[src/rtl/rv32i_pkg.sv]
// Shared RV32I write-back encodings: result-source selects, load funct3 codes, buffer types.
// Latency: n/a (types, constants and one combinational helper).
// Backpressure: n/a.
package rv32i_pkg;

  // Result source select; 2'b11 is reserved and handled like the ALU path.
  localparam logic [1:0] SEL_ALU  = 2'b00;
  localparam logic [1:0] SEL_LOAD = 2'b01;
  localparam logic [1:0] SEL_PC4  = 2'b10;

  // Load width / sign codes carried in funct3.
  localparam logic [2:0] F3_LB  = 3'b000;
  localparam logic [2:0] F3_LH  = 3'b001;
  localparam logic [2:0] F3_LW  = 3'b010;
  localparam logic [2:0] F3_LBU = 3'b100;
  localparam logic [2:0] F3_LHU = 3'b101;

  typedef enum logic {
    ST_EMPTY = 1'b0,
    ST_FULL  = 1'b1
  } wb_state_e;

  // One buffered write-back entry.
  typedef struct packed {
    logic        wen;
    logic [4:0]  waddr;
    logic [31:0] wdata;
    logic        trap;
  } wb_entry_t;

  // Halfword loads need an even address, word loads a word-aligned one.
  function automatic logic load_misaligned(input logic [2:0] funct3, input logic [1:0] addr_lo);
    logic mis;
    mis = 1'b0;
    case (funct3)
      F3_LH, F3_LHU: mis = addr_lo[0];
      F3_LW:         mis = (addr_lo != 2'b00);
      default:       mis = 1'b0;
    endcase
    return mis;
  endfunction

endpackage

[src/rtl/load_fmt.sv]
// Extracts the addressed byte/halfword from an aligned load word and sign/zero-extends it.
// Latency: purely combinational.
// Backpressure: none.
module load_fmt
  import rv32i_pkg::*;
(
  input  logic [31:0] i_data,
  input  logic [2:0]  i_funct3,
  input  logic [1:0]  i_addr_lo,
  output logic [31:0] o_data
);

  logic [7:0]  byte_sel;
  logic [15:0] half_sel;

  // Lane selection by low address bits, then extension by load type.
  always_comb begin
    byte_sel = i_data[7:0];
    case (i_addr_lo)
      2'd0: byte_sel = i_data[7:0];
      2'd1: byte_sel = i_data[15:8];
      2'd2: byte_sel = i_data[23:16];
      2'd3: byte_sel = i_data[31:24];
      default: byte_sel = i_data[7:0];
    endcase
    half_sel = i_addr_lo[1] ? i_data[31:16] : i_data[15:0];

    o_data = 32'h0;
    case (i_funct3)
      F3_LB:   o_data = {{24{byte_sel[7]}}, byte_sel};
      F3_LH:   o_data = {{16{half_sel[15]}}, half_sel};
      F3_LW:   o_data = i_data;
      F3_LBU:  o_data = {24'h0, byte_sel};
      F3_LHU:  o_data = {16'h0, half_sel};
      default: o_data = 32'h0;
    endcase
  end

endmodule

[src/rtl/wb_unit.sv]
// Write-back stage: single-entry buffer between MEM and the register file, formats results, counts retires.
// Latency: a write reaches the register file 1 cycle after acceptance when not held.
// Backpressure: o_ready drops only while the buffer is FULL and i_hold is high.
module wb_unit
  import rv32i_pkg::*;
#(
  parameter int RETIRE_W = 32
) (
  input  logic                i_clk,
  input  logic                i_rst,
  input  logic                i_valid,
  output logic                o_ready,
  input  logic                i_rd_wen,
  input  logic [4:0]          i_rd_waddr,
  input  logic [1:0]          i_sel,
  input  logic [31:0]         i_alu_result,
  input  logic [31:0]         i_pc,
  input  logic [31:0]         i_load_data,
  input  logic [2:0]          i_funct3,
  input  logic [1:0]          i_addr_lo,
  input  logic                i_hold,
  input  logic                i_flush,
  output logic                o_rd_wen,
  output logic [4:0]          o_rd_waddr,
  output logic [31:0]         o_rd_wdata,
  output logic                o_trap,
  output logic [31:0]         o_pending,
  output logic [RETIRE_W-1:0] o_retire_count
);

  wb_state_e          state_q, state_d;
  wb_entry_t          entry_q, entry_d;
  wb_entry_t          entry_new;
  logic [RETIRE_W-1:0] retire_q;
  logic [31:0]        load_val;
  logic [31:0]        result;
  logic               full;
  logic               accept;
  logic               drain;
  logic               retire_en;
  logic               trap_new;

  load_fmt u_load_fmt (
    .i_data    (i_load_data),
    .i_funct3  (i_funct3),
    .i_addr_lo (i_addr_lo),
    .o_data    (load_val)
  );

  assign full      = (state_q == ST_FULL);
  assign o_ready   = !full || !i_hold;
  assign accept    = i_valid && o_ready;
  assign drain     = full && !i_hold;
  // A flushed entry leaves the buffer without retiring.
  assign retire_en = drain && !i_flush;

  // Select and format the incoming result; misaligned loads are captured with the write suppressed.
  always_comb begin
    result = i_alu_result;
    case (i_sel)
      SEL_ALU:  result = i_alu_result;
      SEL_LOAD: result = load_val;
      SEL_PC4:  result = i_pc + 32'd4;
      default:  result = i_alu_result;
    endcase
    trap_new        = (i_sel == SEL_LOAD) && load_misaligned(i_funct3, i_addr_lo);
    entry_new.wen   = i_rd_wen && !trap_new;
    entry_new.waddr = i_rd_waddr;
    entry_new.wdata = result;
    entry_new.trap  = trap_new;
  end

  // Buffer next-state and register-file/trap/hazard outputs.
  always_comb begin
    state_d    = state_q;
    entry_d    = entry_q;
    o_rd_wen   = 1'b0;
    o_trap     = 1'b0;
    o_pending  = 32'h0;
    o_rd_waddr = entry_q.waddr;
    o_rd_wdata = entry_q.wdata;

    if (i_flush) begin
      state_d = ST_EMPTY;
    end else if (accept) begin
      state_d = ST_FULL;
      entry_d = entry_new;
    end else if (drain) begin
      state_d = ST_EMPTY;
    end

    o_rd_wen = retire_en && entry_q.wen && (entry_q.waddr != 5'd0);
    o_trap   = retire_en && entry_q.trap;
    if (full && entry_q.wen && (entry_q.waddr != 5'd0)) begin
      o_pending = 32'd1 << entry_q.waddr;
    end
  end

  // Buffer state and contents.
  always_ff @(posedge i_clk or posedge i_rst) begin
    if (i_rst) begin
      state_q <= ST_EMPTY;
      entry_q <= '0;
    end else begin
      state_q <= state_d;
      entry_q <= entry_d;
    end
  end

  // Retired-instruction counter, wraps naturally.
  always_ff @(posedge i_clk or posedge i_rst) begin
    if (i_rst) begin
      retire_q <= '0;
    end else if (retire_en) begin
      retire_q <= retire_q + RETIRE_W'(1);
    end
  end

  assign o_retire_count = retire_q;

endmodule

[config.mk]
export PLATFORM = sky130hd
export DESIGN_NAME = wb_unit
export DESIGN_NICKNAME = d
export VERILOG_FILES = /design/src/rtl/rv32i_pkg.sv /design/src/rtl/load_fmt.sv /design/src/rtl/wb_unit.sv
export SDC_FILE = /design/constraint.sdc
export NUM_CORES = 1
export LEC_CHECK = 0
export BUFFER_PORTS_ARGS = -buffer_cell sky130_fd_sc_hd__buf_4
export CAP_MARGIN = 20
export CORE_UTILIZATION = 45
export CTS_BUF_LIST = sky130_fd_sc_hd__clkbuf_16
export DETAILED_ROUTE_END_ITERATION = 16
export PLACE_DENSITY = 0.75
export SYNTH_ARGS = -nofsm -noshare
export SYNTH_HDL_FRONTEND = slang
export SYNTH_SLANG_ARGS = --single-unit
[constraint.sdc]
create_clock -name i_clk -period 2.8 [get_ports i_clk]
set_input_delay 0.56 -clock i_clk [delete_from_list [all_inputs] [get_ports i_clk]]
set_output_delay 0.56 -clock i_clk [all_outputs]
set_load 0.01 [all_outputs]
Word level (Yosys, flattened, before mapping)
Cells that the tools add are included.
{"block": "word_totals", "in_bits": 114, "ff_bits": 72, "out_inout_bits": 104}
{"block": "classes", "add_sub_neg": 2, "reduce_logical": 22, "eq_ne": 9, "muxes": 9, "n_shift": 1, "n_bitwise": 1}
{"cell": "case mux 32 bit (5 select lines)", "count": 1}
{"cell": "case mux 32 bit (2 select lines)", "count": 1}
{"cell": "adder 32 x 1 -> 32 bit, second input constant", "count": 1}
{"cell": "adder 32 x 3 -> 32 bit, second input constant", "count": 1}
{"cell": "two-way mux 32 bit", "count": 1}
{"cell": "case mux 8 bit (4 select lines)", "count": 1}
{"cell": "<< shifter 1 x 5 -> 32 bit, first input constant", "count": 1}
{"cell": "two-way mux 16 bit", "count": 1}
{"cell": "logical AND 1 bit", "count": 10}
{"cell": "== test 2 bit, second input constant", "count": 3}
{"cell": "== test 3 bit, second input constant", "count": 2}
{"cell": "nonzero test 5 bit", "count": 1}
{"cell": "== test 2 x 1 -> 1 bit, second input constant", "count": 2}
{"cell": "zero test 1 bit", "count": 4}
{"cell": "== test 3 x 1 -> 1 bit, second input constant", "count": 1}
{"cell": "== test 3 x 2 -> 1 bit, second input constant", "count": 1}
{"cell": "zero test 3 bit", "count": 1}
{"cell": "two-way mux 1 bit", "count": 3}
{"cell": "nonzero test 3 bit", "count": 1}
{"cell": "zero test 2 bit", "count": 1}
{"cell": "case mux 1 bit (2 select lines)", "count": 1}
{"cell": "AND reduction 2 bit", "count": 1}
{"cell": "nonzero test 2 bit", "count": 1}
{"cell": "OR reduction 2 bit", "count": 1}
{"cell": "other kinds (2)", "count": 2}

Longest topological paths before layout
Gate-level depths: netlist of the first run.
{"block": "logic_depth", "depth_word": 6, "depth_mapped": 7}

By module
Synthesis of the first run repeated with hierarchy kept, for this count alone.
{"block": "hier_totals", "hier_cells": 649, "area_unflattened_um2": 5476.5}
{"mod": "wb_unit", "area_per_inst_um2": 4540.6, "cells_per_inst": 526, "n_inst": 1}
{"mod": "load_fmt", "area_per_inst_um2": 935.9, "cells_per_inst": 123, "n_inst": 1}

Worst setup path after synthesis of the first run
Ideal clock, no wire load.
{"block": "synth_path", "path_kind": "input to register", "from": "input i_pc[2]", "to": "register entry_q (netlist bit o_rd_wdata[28])", "t_required_ns": 2.713, "setup_time_ns": 0.087, "cell_stages": 6, "path_buffers": 0, "setup_slack_ns": 0.753, "arrival_time_ns": 1.960, "cell_sequence": "ha_1 and4_1 nand3_2 or4_1 a21bo_1 a22oi_1"}
{"block": "synth_between", "elab_chain_len": 2}
{"element": "start: declaration", "line_no": "wb_unit.sv:17", "rtl": "input logic [31:0] i_pc,"}
{"element": "adder 32 x 3 -> 32 bit", "line_no": "wb_unit.sv:63", "rtl": "SEL_PC4: result = i_pc + 32'd4;"}
{"element": "case mux 32 bit (2 select lines)", "line_no": "wb_unit.sv:60", "rtl": "case (i_sel)"}
{"element": "end signal: assignment", "line_no": "wb_unit.sv:106", "rtl": "entry_q <= entry_d;"}
{"element": "end: declaration", "line_no": "wb_unit.sv:32", "rtl": "wb_entry_t entry_q, entry_d;"}
Every way passes these cells.
A chain may end at the register's enable or synchronous reset.

Worst setup path after layout of the first run
{"block": "layout_path", "from": "register state_q, in the netlist full", "to": "output o_rd_wen"}
{"block": "layout_between", "elab_chain_len": 4}
{"element": "start: declaration", "line_no": "wb_unit.sv:31", "rtl": "wb_state_e state_q, state_d;"}
{"element": "start signal: assignment", "line_no": "wb_unit.sv:105", "rtl": "state_q <= state_d;"}
{"element": "logical AND 1 bit", "line_no": "wb_unit.sv:53", "rtl": "assign drain = full && !i_hold;"}
{"element": "logical AND 1 bit", "line_no": "wb_unit.sv:55", "rtl": "assign retire_en = drain && !i_flush;"}
{"element": "logical AND 1 bit (2 in series)", "line_no": "wb_unit.sv:92", "rtl": "o_rd_wen = retire_en && entry_q.wen && (entry_q.waddr != 5'd0);"}
{"element": "end: declaration", "line_no": "wb_unit.sv:23", "rtl": "output logic o_rd_wen,"}
Every way passes these cells.

==> impl_metrics.json, run 1 <==
{
  "final_layout_size_suffix_gt1_share_pct": 34.3,
  "wire_per_inst_um": 19.0,
  "cts_max_path_buffers": 2,
  "rows": 39,
  "syn_to_final_growth_pct": 33.1,
  "pwr-share-comb_pct": 28.0,
  "syn_area_per_cell_um2": 8.51,
  "post-route-period-util_pct": 75.2,
  "ant_nets": 0,
  "skew_ns": 0.0124,
  "dp_hpwl_um": 14200,
  "drv_slew": 0,
  "final_util_pct": 61.7,
  "cts_resized": 0,
  "place.gp.congestion": 0.947,
  "pre_cts_ws_ns": 0.437,
  "rsz0062_at_grt": "no",
  "synthDistinctLibCells": 59,
  "intPower_uw": 2210,
  "cts.htree.levels": 3,
  "finalHoldViolations": 0,
  "slew_headroom_pct": 35.4,
  "clkTransAtPathRegs_ns": 0.06,
  "hold_ws_ns": 0.256,
  "die_w_um": 111,
  "numCtsBuffers": 9,
  "drtIter0Drc": 611,
  "grtUsageTotal_pct": 29.4,
  "cts_tree": "done",
  "initial_core_util_pct": 46.4,
  "yosys_warnings": 0,
  "ys_seq_elements": 72,
  "ioPinCount": 218,
  "setup_slack_ns": 0.696,
  "maxCapViolCount": 0,
  "status": "complete, no violations",
  "synth_flop_cell": "dfrtp_1",
  "synth_top_area_share_pct": 33.9,
  "grt_antenna_before_repair": 0,
  "tightest_slew_ns": 0.964,
  "drt-vias-per-instance": 5.88,
  "die-area_um2": 12300,
  "synth_top_cell_by_area": "dfrtp_1",
  "grt_first_pass_wirelength_um": 28200,
  "synth_edf_count": 0,
  "ir_drop_mv": 0.402,
  "path_class": "reg2out",
  "syn_inst": 625,
  "switchingPower_uw": 1040,
  "end_kind": "output port",
  "async_flop_share_pct": 100,
  "diodes": 0,
  "final_nets": 914,
  "synth_area_um2": 5320,
  "grt_overflow": 0,
  "postCtsHoldBufs": 0,
  "insertion_delay_ns": 0.35,
  "fmax_ghz": 0.475,
  "power_frac_seq_pct": 39.2,
  "chipHeight_um": 111,
  "grt_max_degree": 43,
  "cts_setup_buffers": 0,
  "p_leak_uw": 0.00338,
  "total_power_uw": 3260,
  "syn_nets": 743,
  "hold_path_class": "in2async",
  "startpoint_type": "flop",
  "drt-total-wl_um": 17900,
  "worstPathArrival_ns": 1.54,
  "critPathRequiredTime_ns": 2.24,
  "p_per_area_nw_per_um2": 460,
  "cts_root_buffer": "clkbuf_16",
  "cts.sinks": 72,
  "portBuffers": 216,
  "vias": 5547,
  "cp_max_fo": 9,
  "dr.pass1.iters": 5,
  "setup_tns_ns": 0,
  "finalCriticalPeriod_ns": 2.10,
  "drc": 0,
  "finalSetupViolCount": 0,
  "coreArea_um2": 11500,
  "grt_pass1_vias": 5355,
  "p_clk_share_pct": 32.7,
  "ys_top_cells_by_area": "dfrtp_1 (34%), nand2_1 (6.5%), buf_4 (5.4%), xnor2_1 (4.9%), mux4_2 (3.8%)",
  "synth.yosys.seq_area_share_pct": 33.9,
  "switching_share_pct": 32.0
}
## layout by cell type (no fill, tap or decap), drive strengths merged, types with 5 or more instances in the layout
cell	instances
a211oi	6
a21o	12
a21oi	20
a221o	7
a221oi	12
a22oi	21
and2	7
and3	13
and4	8
buf	231
clkbuf	9
dfrtp	72
inv	11
mux2	6
mux4	9
nand2	92
nand3	21
nand3b	5
nand4	15
nor2	49
nor3	9
nor4	14
o21ai	49
o31a	12
xnor2	30
xor2	14
## stage by stage
step | cells | cell area, um2
2_1_floorplan | 625 | 5320
3_3_place_gp | 928 | 6810
4_1_cts | 944 | 7080
5_1_grt | 944 | 7080
3_5_place_dp | 928 | 6810
6_report | 944 | 7080
## state kept, by name, indices dropped and copies added (netlist names)
signal and count:
entry_q 2, full 1, o_rd_waddr 5, o_rd_wdata 32, o_retire_count 32
## layout make-up
class / count / area [um2]
Inverter: 9 / 33.8
Fill cell: 1008 / 4390
Timing Repair Buffer: 231 / 1730
Clock inverter: 7 / 47.5
Sequential cell: 72 / 1800
Clock buffer: 9 / 225
Tap cell: 143 / 179
Multi-Input combinational cell: 473 / 3060
## power groups by stage
stage                     sequential, uW  clock (uW)  combinational (uW)
after floorplan                     1270           0                 561
after global placement              1290           0                 899
after detailed placement            1300           0                 913
after CTS                           1280        1070                 916
after global routing                1290        1130                 991
final                               1280        1070                 913
## final timing paths
kind                               startpoint                 end  slack (ns)  depth (start not counted)
min in group i_clk              i_rd_waddr[1]       o_rd_waddr[1]        0.41                          3
max                                      full            o_rd_wen        0.70                          4
max in group asynchronous               i_rst  o_retire_count[25]        1.71                          3
min                                     i_rst      o_rd_wdata[22]        0.26                          2
max reg2reg                 o_retire_count[5]  o_retire_count[27]        0.82                          5
min reg2reg                o_retire_count[31]  o_retire_count[31]        0.48                          1
## cell families after synthesis
kind of cell,after synthesis,synth area share (%)
DFF,72,33.9
AOI/OAI and AO/OA,151,19.1
muxes,17,5.46
and+or+nand+nor,256,24.7
adders and majority gates,4,0.941
buffers and inverters,80,8.61
xor gates and xnor gates,44,7.25
other,1,0.0705
## cell usage after synthesis (14+ instances only)
cell	instances
xor2_1	14
xnor2_1	30
a22oi_1	21
nand2_1	92
clkbuf_1	26
a21oi_1	20
nor4_1	14
buf_4	38
nand3_1	20
dfrtp_1	72
o21ai_0	33
nor2_1	49
o21ai_1	16
## routing by layer
metal,wire length [um],track usage (%),up-vias
li1,-,-,2579
met4,448,10.5,0
met2,8790,49.9,313
met3,1490,5.19,34
met5,0,0,-
met1,7230,37.5,2621
## critical path, cell delays in order, from the launching register on
cell	delay [ns]
dfrtp_1	0.41
nor3b_4	0.42
nand2_1	0.09
a21oi_1	0.14
buf_4	0.14
Power figures use the tool's default switching activity.
==> inputs of run 2 (changes only) <==
- clock period: 2.8 -> 2.12 ns (I/O delays scaled with it)
==> impl_metrics.json, run 2 (synthesized netlist as in run 1, its figures left out) <==
{
  "status": "complete, no violations",
  "grt_antenna_before_repair": 0,
  "fill_cells": 992,
  "cts.sinks": 72,
  "slew_headroom_pct": 35.4,
  "numCtsBuffers": 9,
  "hold_path_class": "in2async",
  "cts.htree.levels": 3,
  "multiInputGateArea_um2": 3060,
  "drt-vias-per-instance": 5.82,
  "final_common_cell": "buf_4",
  "placed_cells": 941,
  "cts_max_path_buffers": 2,
  "setup_tns_ns": 0,
  "grt_first_pass_wirelength_um": 28400,
  "initial_core_util_pct": 46.4,
  "die_w_um": 111,
  "grt_overflow": 0,
  "rsz0062_at_grt": "no",
  "pre_cts_ws_ns": 0.0357,
  "finalCriticalPeriod_ns": 2.00,
  "portBuffers": 216,
  "drtIter0Drc": 591,
  "rr_worst_depth": 5,
  "chipHeight_um": 111,
  "die-area_um2": 12300,
  "final_layout_size_suffix_gt1_share_pct": 35.4,
  "grtUsageTotal_pct": 29.3,
  "final_nets": 927,
  "cts_root_buffer": "clkbuf_16",
  "setup_slack_ns": 0.123,
  "r2r-end": "o_retire_count[27]",
  "cts_tree": "done",
  "p_leak_uw": 0.00345,
  "worstPathArrival_ns": 1.57,
  "rr_startpoint": "o_retire_count[4]",
  "p_per_area_nw_per_um2": 598,
  "layout_common_cells": "buf_4 (242), nand2_1 (92), dfrtp_1 (72), nor2_1 (48), o21ai_0 (33)",
  "ant_nets": 0,
  "rows": 39,
  "grt_pass1_vias": 5313,
  "fmax_ghz": 0.501,
  "place.gp.congestion": 0.993,
  "grt_max_degree": 73,
  "finalSetupViolCount": 0,
  "drc": 0,
  "insertion_delay_ns": 0.34,
  "diodes": 0,
  "wire_per_inst_um": 18.8,
  "drv_slew": 0,
  "dpl-instance-area_um2": 6930,
  "design_area_um2": 7210,
  "finalHoldViolations": 0,
  "coreArea_um2": 11500,
  "seq_area_um2": 1800,
  "total_power_uw": 4310,
  "ff2ff_setup_slack_ns": 0.19,
  "critPathRequiredTime_ns": 1.70,
  "cp_max_fo": 5,
  "syn_to_final_growth_pct": 35.5,
  "startpoint_type": "flop",
  "tightest_slew_ns": 0.965,
  "dp_hpwl_um": 14400,
  "maxCapViolCount": 0,
  "vias": 5572,
  "ioPinCount": 218,
  "dr.pass1.iters": 5,
  "ir_drop_mv": 0.498,
  "post-route-period-util_pct": 94.2,
  "skew_ns": 0.00751,
  "fin_cells": 957,
  "clkTransAtPathRegs_ns": 0.06,
  "drt-total-wl_um": 18000,
  "end_kind": "output port",
  "path_class": "reg2out"
}
-- run 2: cell types whose count changed in the layout (fill, tap and decap cells not counted), sizes merged --
cell      delta
buf         +13
inv          -2
clkinv       +1
clkinvlp     +1
-- run 2: what timing repair did --
item | CTS | global route
resized for setup | 0 | 1
endpoints found under the setup margin | 0 | 1
hold buffers | 0 | 0
setup buffers | 0 | 0
-- run 2: worst max-delay path by stage --
stage	start	end	slack (ns)	depth (start not counted)
2_1_floorplan	i_pc[2]	o_rd_wdata[28]	0.21	6
3_3_place_gp	i_addr_lo[1]	o_rd_wdata[6]	0.05	6
3_5_place_dp	i_load_data[31]	o_rd_wdata[12]	0.04	6
4_1_cts	o_rd_waddr[1]	o_pending[26]	0.11	4
5_1_grt	full	o_pending[12]	0.005	5
6_report	o_rd_waddr[4]	o_pending[12]	0.12	4
-- run 2: final cells by class --
| cell class | count | share of cell area [%] |
|---|---|---|
| clock buffers | 9 | 3.12 |
| clock inverters | 7 | 0.642 |
| inverters | 9 | 0.521 |
| multi-input cells | 473 | 42.5 |
| flip-flops and latches | 72 | 25.0 |
| well taps | 143 | 2.48 |
| repair buffers | 244 | 25.8 |
-- run 2: where the power goes --
| group | switching, uW | internal, uW | total, uW |
|---|---|---|---|
| logic | 631 | 611 | 1240 |
| clock network | 596 | 789 | 1390 |
| registers | 144 | 1540 | 1680 |
-- run 2: critical path: stages, from the launching register on --
cell and delay (ns):
dfrtp_1 0.44, nor2_1 0.24, nand3_1 0.16, nor2_1 0.23, buf_4 0.17
-- run 2: per-layer routing --
layer / vias to the layer above / part of all wire, % / global-route usage (%) / wire length, um
li1: 2608 / - / - / -
met5: - / 0 / 0 / 0
met2: 294 / 48 / 49.2 / 8690
met3: 30 / 7.8 / 5.08 / 1410
met4: 0 / 2.0 / 8.18 / 367
met1: 2640 / 42 / 38.8 / 7540
-- run 2: metrics by stage --
step / utilization, % / hold slack (ns)
final: 62.9 / 0.190
after global routing: 62.9 / 0.221
after CTS: 62.8 / 0.215
after detailed placement: 60.5 / 0.468
after global placement: 60.5 / 0.464
after floorplan: - / 0.451
